===== src/rtl/branch_resolve_pipe.sv =====
// branch_resolve_pipe: two-stage branch compare/redirect pipeline with valid/ready handshake.
// Define BRANCH_STATS_EN to add the stat_branches/stat_taken/stat_mispredict counters.
module branch_resolve_pipe #(
    parameter int XLEN   = 32,
    parameter int STAT_W = 32
) (
    input  logic              clk,
    input  logic              rst,
    input  logic              in_valid,
    output logic              in_ready,
    input  logic [XLEN-1:0]   data_in1,
    input  logic [XLEN-1:0]   data_in2,
    input  logic [2:0]        branch_op,
    input  logic [XLEN-1:0]   pc,
    input  logic [XLEN-1:0]   imm,
    input  logic              pred_taken,
    input  logic              flush,
    output logic              out_valid,
    input  logic              out_ready,
    output logic              branch_out,
    output logic              mispredict,
    output logic [XLEN-1:0]   redirect_pc,
    output logic              illegal_op
`ifdef BRANCH_STATS_EN
    ,
    output logic [STAT_W-1:0] stat_branches,
    output logic [STAT_W-1:0] stat_taken,
    output logic [STAT_W-1:0] stat_mispredict
`endif
);
    logic            s1_valid, s2_valid, s1_pred;
    logic [2:0]      s1_op;
    logic [XLEN-1:0] s1_d1, s1_d2, s1_pc, s1_imm;
    logic            s2_load, accept, eq, lt, ltu, taken, illegal;

    assign out_valid = s2_valid;

    always_comb begin
        s2_load  = !s2_valid || out_ready;
        in_ready = !s1_valid || s2_load;
        accept   = in_valid && in_ready && !flush;
        eq       = s1_d1 == s1_d2;
        lt       = $signed(s1_d1) < $signed(s1_d2);
        ltu      = s1_d1 < s1_d2;
        illegal  = s1_op[2:1] == 2'b01;
        // funct3[0] inverts the base comparison; funct3[1] picks unsigned when funct3[2] is set
        taken    = s1_op[2] ? ((s1_op[1] ? ltu : lt) ^ s1_op[0]) : (!illegal && (eq ^ s1_op[0]));
    end

    always_ff @(posedge clk) begin
        if (rst) begin
            s1_valid    <= 1'b0;
            s2_valid    <= 1'b0;
            branch_out  <= 1'b0;
            mispredict  <= 1'b0;
            illegal_op  <= 1'b0;
            redirect_pc <= '0;
        end else if (flush) begin
            s1_valid <= 1'b0;
            s2_valid <= 1'b0;
        end else begin
            if (s2_load) begin
                s2_valid <= s1_valid;
                if (s1_valid) begin
                    branch_out  <= taken;
                    mispredict  <= illegal || (taken != s1_pred);
                    illegal_op  <= illegal;
                    redirect_pc <= taken ? s1_pc + s1_imm : s1_pc + XLEN'(4);
                end
            end
            if (in_ready) s1_valid <= in_valid;
        end
    end

    always_ff @(posedge clk) begin
        if (accept) begin
            s1_d1   <= data_in1;
            s1_d2   <= data_in2;
            s1_op   <= branch_op;
            s1_pc   <= pc;
            s1_imm  <= imm;
            s1_pred <= pred_taken;
        end
    end

`ifdef BRANCH_STATS_EN
    logic consume;
    assign consume = s2_valid && out_ready && !flush;

    always_ff @(posedge clk) begin
        if (rst) begin
            stat_branches   <= '0;
            stat_taken      <= '0;
            stat_mispredict <= '0;
        end else if (consume) begin
            stat_branches   <= stat_branches + STAT_W'(1);
            stat_taken      <= stat_taken + STAT_W'(branch_out);
            stat_mispredict <= stat_mispredict + STAT_W'(mispredict);
        end
    end
`endif
endmodule


===== config.mk =====
export PLATFORM = sky130hd
export DESIGN_NAME = branch_resolve_pipe
export DESIGN_NICKNAME = d
export VERILOG_FILES = /design/src/rtl/branch_resolve_pipe.sv
export SDC_FILE = /design/constraint.sdc
export NUM_CORES = 1
export LEC_CHECK = 0
export CORE_MARGIN = 2
export CORE_UTILIZATION = 30
export DETAILED_ROUTE_END_ITERATION = 10
export MAX_ROUTING_LAYER = met4
export SYNTH_ARGS = -nofsm -noshare
export SYNTH_HDL_FRONTEND = slang
export SYNTH_SLANG_ARGS = --single-unit

===== constraint.sdc =====
create_clock -name clk -period 5.7 [get_ports clk]
set_input_delay 1.14 -clock clk [delete_from_list [all_inputs] [get_ports clk]]
set_output_delay 1.14 -clock clk [all_outputs]
set_load 0.03 [all_outputs]

# --- After elaboration in Yosys (flattened, before gate mapping) ---
# Cells that the tools add are included.
op_classes:
  addsub: 2
  n_lt_le_gt_ge: 2
  bitwise_logic: 3
  eq_ne: 3
  reduce_logical: 12
  mux: 3
op_table:
  columns: ["cell", "n"]
  rows:
  - ["$lt 32x32->1", 2]
  - ["$add 32x3->32 const B", 1]
  - ["$add 32x32->32", 1]
  - ["$eq 32x32->1", 1]
  - ["$mux 32", 1]
  - ["$logic_not 1->1", 4]
  - ["$logic_and 1x1->1", 3]
  - ["$logic_or 1x1->1", 3]
  - ["$reduce_and 3->1", 1]
  - ["$eq 2x1->1 const B", 1]
  - ["$mux 1", 2]
  - ["$reduce_or 2->1", 1]
  - ["$xor 1x1->1", 2]
  - ["$ne 1x1->1", 1]
  - ["$not 1->1", 1]
totals:
  register_bits: 169
  elab_cells: 37

# --- Depth between registers and ports, before layout ---
# Gate-level depths: netlist (run 1).
depth:
  depth_word: 6
  ltp_mapped: 13
  ltp_nobuf: 12

# --- Least setup slack after synthesis (run 1) ---
# Ideal clock, no wire load.
synth_timing:
  path_kind: "input to register"
  start: "in out_ready"
  end: "reg s1_d1[0] (enable)"
  setup_time_ns: 0.508
  slack_ns: 0.560
  t_arrival_ns: 4.632
  path_stages: 3
  path_buffers: 0
  path_cell_list: "nor2b_1 nand2_1 and3b_1"
synth_via:
  elab_chain_len: 4
synth_lines:
  columns: ["item", "line_no", "rtl"]
  rows:
  - ["start: declaration", "19", "input logic out_ready,"]
  - ["$logic_or 1x1->1", "39", "s2_load = !s2_valid || out_ready;"]
  - ["$logic_or 1x1->1", "40", "in_ready = !s1_valid || s2_load;"]
  - ["net in_ready", "10", "output logic in_ready,"]
  - ["$logic_and 1x1->1 (2 in a row)", "41", "accept = in_valid && in_ready && !flush;"]
  - ["net accept", "34", "logic s2_load, accept, eq, lt, ltu, taken, illegal;"]
  - ["end signal: assignment", "77", "s1_d1 <= data_in1;"]
  - ["end: declaration", "33", "logic [XLEN-1:0] s1_d1, s1_d2, s1_pc, s1_imm;"]
# The timed path passes the listed nets, and every way through them passes these cells.
# A chain may end at the register's enable or synchronous reset.

# --- Worst setup path after layout (run 1) ---
layout_timing:
  start: "reg s1_d1[11]"
  end: "reg redirect_pc[6]"
layout_via:
  elab_chain_len: 5
layout_lines:
  columns: ["item", "line_no", "rtl"]
  rows:
  - ["$lt 32x32->1 (tied with other cells)", "43", "lt = $signed(s1_d1) < $signed(s1_d2);"]
  - ["$mux 1 or $xor 1x1->1 (tied branches)", "47", "taken = s1_op[2] ? ((s1_op[1] ? ltu : lt) ^ s1_op[0]) : (!illegal && (eq ^ s1_op[0]));"]
  - ["$xor 1x1->1 or $logic_and 1x1->1 (tied branches)", "47", null]
  - ["$mux 1 *", "47", null]
  - ["$mux 32 *", "68", "redirect_pc <= taken ? s1_pc + s1_imm : s1_pc + XLEN'(4);"]
  - ["end signal: assignment", "68", null]
  - ["end: declaration", "22", "output logic [XLEN-1:0] redirect_pc,"]
# Every way passes the cells marked *; elsewhere a longest branch is shown, timed or not.

==> results of run 1 <==
## registers in the layout, summed over array words and instances, names as in the netlist
| signal | count |
|---|---|
| s1_d1 | 32 |
| redirect_pc | 32 |
| s1_op | 3 |
| s1_imm | 32 |
| s1_pred | 1 |
| s1_pc | 32 |
| s1_valid | 1 |
| out_valid | 1 |
| mispredict | 1 |
| illegal_op | 1 |
| branch_out | 1 |
| s1_d2 | 32 |
## tightest hold or removal path: cells and delay by family, from the launching register on
family | cells | cell delay (ns)
AOI/OAI and AO/OA | 1 | 0.05
DFF | 1 | 0.31
and+or+nand+nor | 1 | 0.05
## layout make-up
class / count / area, sq um / area share
antenna: 9 / 22.5 / 0.00199
clock buffer: 18 / 429 / 0.0379
multi-input combinational: 529 / 3630 / 0.320
clock inverter: 14 / 144 / 0.0127
timing repair buffer: 178 / 1780 / 0.157
inverter: 42 / 158 / 0.0139
sequential: 169 / 4700 / 0.415
tap: 378 / 473 / 0.0417
## kinds of logic (layout without fill, tap and decap cells)
group,Yosys count,after routing,share of synthesized area
AO/OA/AOI/OAI,180,180,0.137
XOR/XNOR,51,51,0.0522
other,0,9,0
buffers and inverters,60,252,0.0289
multiplexers,9,9,0.0105
AND/OR/NAND/NOR,224,224,0.126
flip-flops,169,169,0.550
adder cells (fa/ha/maj),65,65,0.0959
## cells in the final DEF (no fill, tap or decap), types with 23 or more instances in the layout
master           count
nor2_1              56
a21o_1              23
xnor2_1             26
xor2_1              25
inv_1               42
a21oi_1             58
dfxtp_1             37
ha_1                64
edfxtp_1           132
nand2_1             67
clkdlybuf4s50_1    173
## final timing paths
check	startpoint	to	slack, ns	depth (start not counted)
worst max-delay path	s1_d1[11]	redirect_pc[6]	1.90	11
worst min-delay path	redirect_pc[18]	redirect_pc[18]	0.46	2
worst max register to register	s1_d1[11]	redirect_pc[6]	1.90	11
worst min register to register	redirect_pc[18]	redirect_pc[18]	0.46	2
## stage by stage
step | utilization | instance area [sq um] | hold WS (ns)
4_1_cts | 0.405 | 11300 | 0.457
6_report | 0.406 | 11300 | 0.457
3_3_place_gp | 0.385 | 10700 | 0.445
5_1_grt | 0.406 | 11300 | 0.480
3_5_place_dp | 0.385 | 10700 | 0.448
2_1_floorplan | - | 8560 | 0.497
## layer usage
metal  vias up  track usage
met5         -            -
met1      2846        0.176
met2       191        0.222
met3        18       0.0499
met4         0       0.0388
li1       3184            -
## power by group
group	switching, uW	internal (uW)	total, uW
registers	40.6	1410	1450
logic	299	273	572
clock network	538	586	1120
total	877	2270	3150
==> flow_summary.json, run 1 <==
{
  "p_per_area_nw_per_um2": 278,
  "hold_viol": 0,
  "yosys.area.top_type": "edfxtp_1",
  "tns_ns": 0,
  "post-route-period-util": 0.666,
  "finalClockSkew_ns": 0.0133,
  "path_delay_family": "compound AO/OA/AOI/OAI gates",
  "ys_async_sr_fraction": 0,
  "syn_to_final_growth_pct": 32.5,
  "fillers": 2725,
  "vias": 6239,
  "cp.arrival_ns": 4.08,
  "portBuffers": 173,
  "met1Wirelength_mm": 9.20,
  "first_pass_iters": 4,
  "start_util": 0.306,
  "cts_made_buffers": 17,
  "syn-cell-area_sq_um": 8560,
  "yosys_warnings": 0,
  "maxCapViolCount": 0,
  "cts_resized": 0,
  "holdCritPathClass": "reg -> reg",
  "netlist_top_cells_area": "edfxtp_1, ha_1, dfxtp_1, a21oi_1, nand2_1",
  "h-tree-depth": 4,
  "slew_headroom": 0.557,
  "instances_no_fill": 1337,
  "place_inst": 1296,
  "peakVddDrop_uv": 228,
  "yosys.area.top_type_share": 0.463,
  "p_total_uw": 3150,
  "grt_pass1_wl_mm": 32.6,
  "core_region_area_sq_um": 27900,
  "timing.fmax_ghz": 0.263,
  "grt_start_max_net_pins": 73,
  "syn_avg_cell_area_sq_um": 11.3,
  "cts_setup_buffers": 0,
  "synth_edf_count": 132,
  "worstSetupPathType": "reg -> reg",
  "io_pins": 174,
  "yosysSeqAreaShare": 0.550,
  "dp_slack_ns": 1.85,
  "rows": 61,
  "track_usage": 0.143,
  "fin_crit_ns": 3.80,
  "synth_ff_type": "edfxtp_1",
  "drive_gt1_frac": 0.0474,
  "syn_nets": 960,
  "slowest_stage": "buf_4",
  "drc": 0,
  "hpwl_mm": 15.8,
  "highest_layer": "met4",
  "layout.nets": 1139,
  "gp_congestion": 0.830,
  "route.final.wire_length_mm": 20.7,
  "synth.most_common_cell": "edfxtp_1",
  "drv_slew": 0,
  "crit_buf_inv": 1,
  "cts_root_buf": "clkbuf_16",
  "fp.dieArea_sq_um": 29900,
  "status": "finished, final reports clean",
  "p_leak_uw": 0.00423,
  "first_global_vias": 6198,
  "worst_ep_required_time_ns": 5.98,
  "wire_per_inst_um": 15.5,
  "worstSkewPairLatency_ns": 0.43,
  "critPathMaxStageDelay_ns": 0.57,
  "ys_ff_latch": 169,
  "wl_met3_mm": 1.83,
  "ys_types": 53,
  "path_clk_slew_ns": 0.07,
  "setup_ws_ns": 1.90,
  "tightest_slew_ns": 0.656,
  "end_kind": "flop",
  "final-setup-viol-count": 0,
  "rsz0062_at_grt": "false",
  "viasPerCell": 4.67,
  "hold_buffers": 0,
  "startpoint_type": "flop",
  "drt-initial-drc-count": 319,
  "cp_cell_sequence": "ha_1 -> nand4_1 -> nor4_1 -> o21ai_0 -> a31o_1 -> a311o_1 -> o32ai_4 -> buf_4 -> nor2_1 -> a311oi_1 -> nor3_1",
  "netlist_top_cells_count": "edfxtp_1, nand2_1, ha_1",
  "die_h_um": 173,
  "overflow": 0,
  "ant_nets": 0,
  "antenna_found_initial": 7,
  "cts_tree": "done",
  "path_max_fanout": 57,
  "clockBufferDepth": 2,
  "syn-instance-count": 758,
  "wl_met2_mm": 9.43,
  "clock-sinks": 169,
  "die_w_um": 173
}
Power figures use the tool's default switching activity.
==> run 2, diff against run 1 <==
==> constraint.sdc (replaced) <==
create_clock -name clk -period 3.9 [get_ports clk]
set_input_delay 0.78 -clock clk [delete_from_list [all_inputs] [get_ports clk]]
set_output_delay 0.78 -clock clk [all_outputs]
set_load 0.03 [all_outputs]
==> run 2 against run 1 <==
Compared with the run above:
- sequential share of layout area decreased by 0.25 points
- clock skew grew 0.0060 ns
- critical path depth did not move
- via count barely moved
- largest cell class unchanged
==> flow_summary.json, run 2 (synthesis results as in run 1) <==
{
  "hold_end": "redirect_pc[13]",
  "whs_path_depth": 2,
  "multiInputGateArea_sq_um": 3630,
  "core_region_area_sq_um": 27900,
  "tns_ns": 0,
  "hold_buffers": 0,
  "gp_congestion": 0.810,
  "place_inst": 1300,
  "die_w_um": 173,
  "slowest_stage": "nor4_1",
  "reg2reg_slack_ns": 0.40,
  "post-route-cell-area_sq_um": 11400,
  "rsz0062_at_grt": "false",
  "startpoint_type": "flop",
  "tightest_slew_ns": 0.776,
  "rows": 61,
  "cts_setup_buffers": 0,
  "slew_headroom": 0.482,
  "end_kind": "flop",
  "path_delay_family": "compound AO/OA/AOI/OAI gates",
  "path_clk_slew_ns": 0.08,
  "path_max_fanout": 14,
  "clock-sinks": 169,
  "first_global_vias": 6178,
  "status": "finished, final reports clean",
  "grt_start_max_net_pins": 133,
  "timing.fmax_ghz": 0.286,
  "syn_to_final_growth_pct": 33.3,
  "final_common_cell": "clkdlybuf4s50_1",
  "die_h_um": 173,
  "reg2reg_to": "redirect_pc[31]",
  "cts_tree": "done",
  "fillers": 2726,
  "maxCapViolCount": 0,
  "h-tree-depth": 4,
  "peakVddDrop_uv": 282,
  "final-setup-viol-count": 0,
  "cp.arrival_ns": 3.85,
  "hold_viol": 0,
  "vias": 6235,
  "worst_ep_required_time_ns": 4.26,
  "cts_root_buf": "clkbuf_16",
  "layout.nets": 1143,
  "instances_no_fill": 1339,
  "ant_nets": 0,
  "p_leak_uw": 0.00427,
  "portBuffers": 173,
  "crit_buf_inv": 1,
  "cts_made_buffers": 17,
  "clockBufferDepth": 2,
  "finalClockSkew_ns": 0.0192,
  "fp.dieArea_sq_um": 29900,
  "route.final.wire_length_mm": 20.5,
  "start_util": 0.306,
  "antenna_found_initial": 6,
  "seq_area_sq_um": 4700,
  "first_pass_iters": 5,
  "overflow": 0,
  "cp_cell_sequence": "ha_1 -> nand4_1 -> nor4_1 -> o21ai_0 -> a31o_1 -> a211oi_1 -> o32ai_4 -> buf_4 -> or3_1 -> o31a_1 -> a31oi_1",
  "worstSetupPathType": "reg -> reg",
  "drv_slew": 0,
  "p_per_area_nw_per_um2": 413,
  "fin_util": 0.408,
  "hp-start": "redirect_pc[13]",
  "drt-initial-drc-count": 372,
  "track_usage": 0.142,
  "drive_gt1_frac": 0.0524,
  "drc": 0,
  "worstSkewPairLatency_ns": 0.44,
  "reg2reg_from": "s1_d1[11]",
  "critPathMaxStageDelay_ns": 0.51,
  "cts_resized": 0,
  "r2r.worst_path.cells": 11,
  "holdCritPathClass": "reg -> reg",
  "wire_per_inst_um": 15.3,
  "layout_common_cells": "clkdlybuf4s50_1, edfxtp_1, nand2_1",
  "io_pins": 174,
  "grt_pass1_wl_mm": 32.5,
  "hpwl_mm": 15.7,
  "dpl_cell_area_sq_um": 10800,
  "fin_crit_ns": 3.50,
  "post-route-period-util": 0.897,
  "viasPerCell": 4.66
}
[run 2: worst max path at each step]
stage / startpoint / endpoint / cells after the start
global route: s1_d1[11] / redirect_pc[6] / 11
finish: s1_d1[11] / redirect_pc[31] / 11
floorplan: out_ready / s1_d1[0] / 3
global placement: s1_d1[11] / redirect_pc[6] / 11
detailed placement: s1_d1[11] / redirect_pc[6] / 11
CTS: s1_d1[11] / redirect_pc[6] / 11
[run 2: worst register-to-register path, stage by stage, from the launching register on]
cell,delay [ns]
edfxtp_1,0.38
ha_1,0.33
nand4_1,0.14
nor4_1,0.51
o21ai_0,0.26
a31o_1,0.30
a211oi_1,0.38
o32ai_4,0.18
buf_4,0.23
or3_1,0.32
o31a_1,0.25
a31oi_1,0.15
[run 2: area by class of cell]
| class | instances | share of cell area |
|---|---|---|
| diodes | 7 | 0.00154 |
| clock buffers | 17 | 0.0373 |
| clock inverters | 15 | 0.0169 |
| inverters | 42 | 0.0138 |
| multi-input cells | 529 | 0.318 |
| flip-flops and latches | 169 | 0.412 |
| well taps | 378 | 0.0415 |
| repair buffers | 182 | 0.159 |
[run 2: power by group]
group          leakage, uW  internal, uW  switching, uW
logic              0.00243           406            440
clock network     0.000302           930            817
registers          0.00154          2060           60.2
total              0.00427          3400           1320
[run 2: metal layers]
layer	GRT usage	up-vias	wire (um)
li1	-	3197	-
met1	0.182	2841	9520
met2	0.215	172	9160
met3	0.0471	25	1510
met4	0.0395	0	266
met5	-	-	0
[run 2: per-stage QoR]
stage	total power, uW	worst slack (ns)	hold slack, ns
global placement	3000	0.565	0.443
finish	4710	0.403	0.460
global route	4940	0.154	0.476
detailed placement	3010	0.446	0.452
floorplan	2680	0.656	0.497
CTS	4760	0.425	0.461
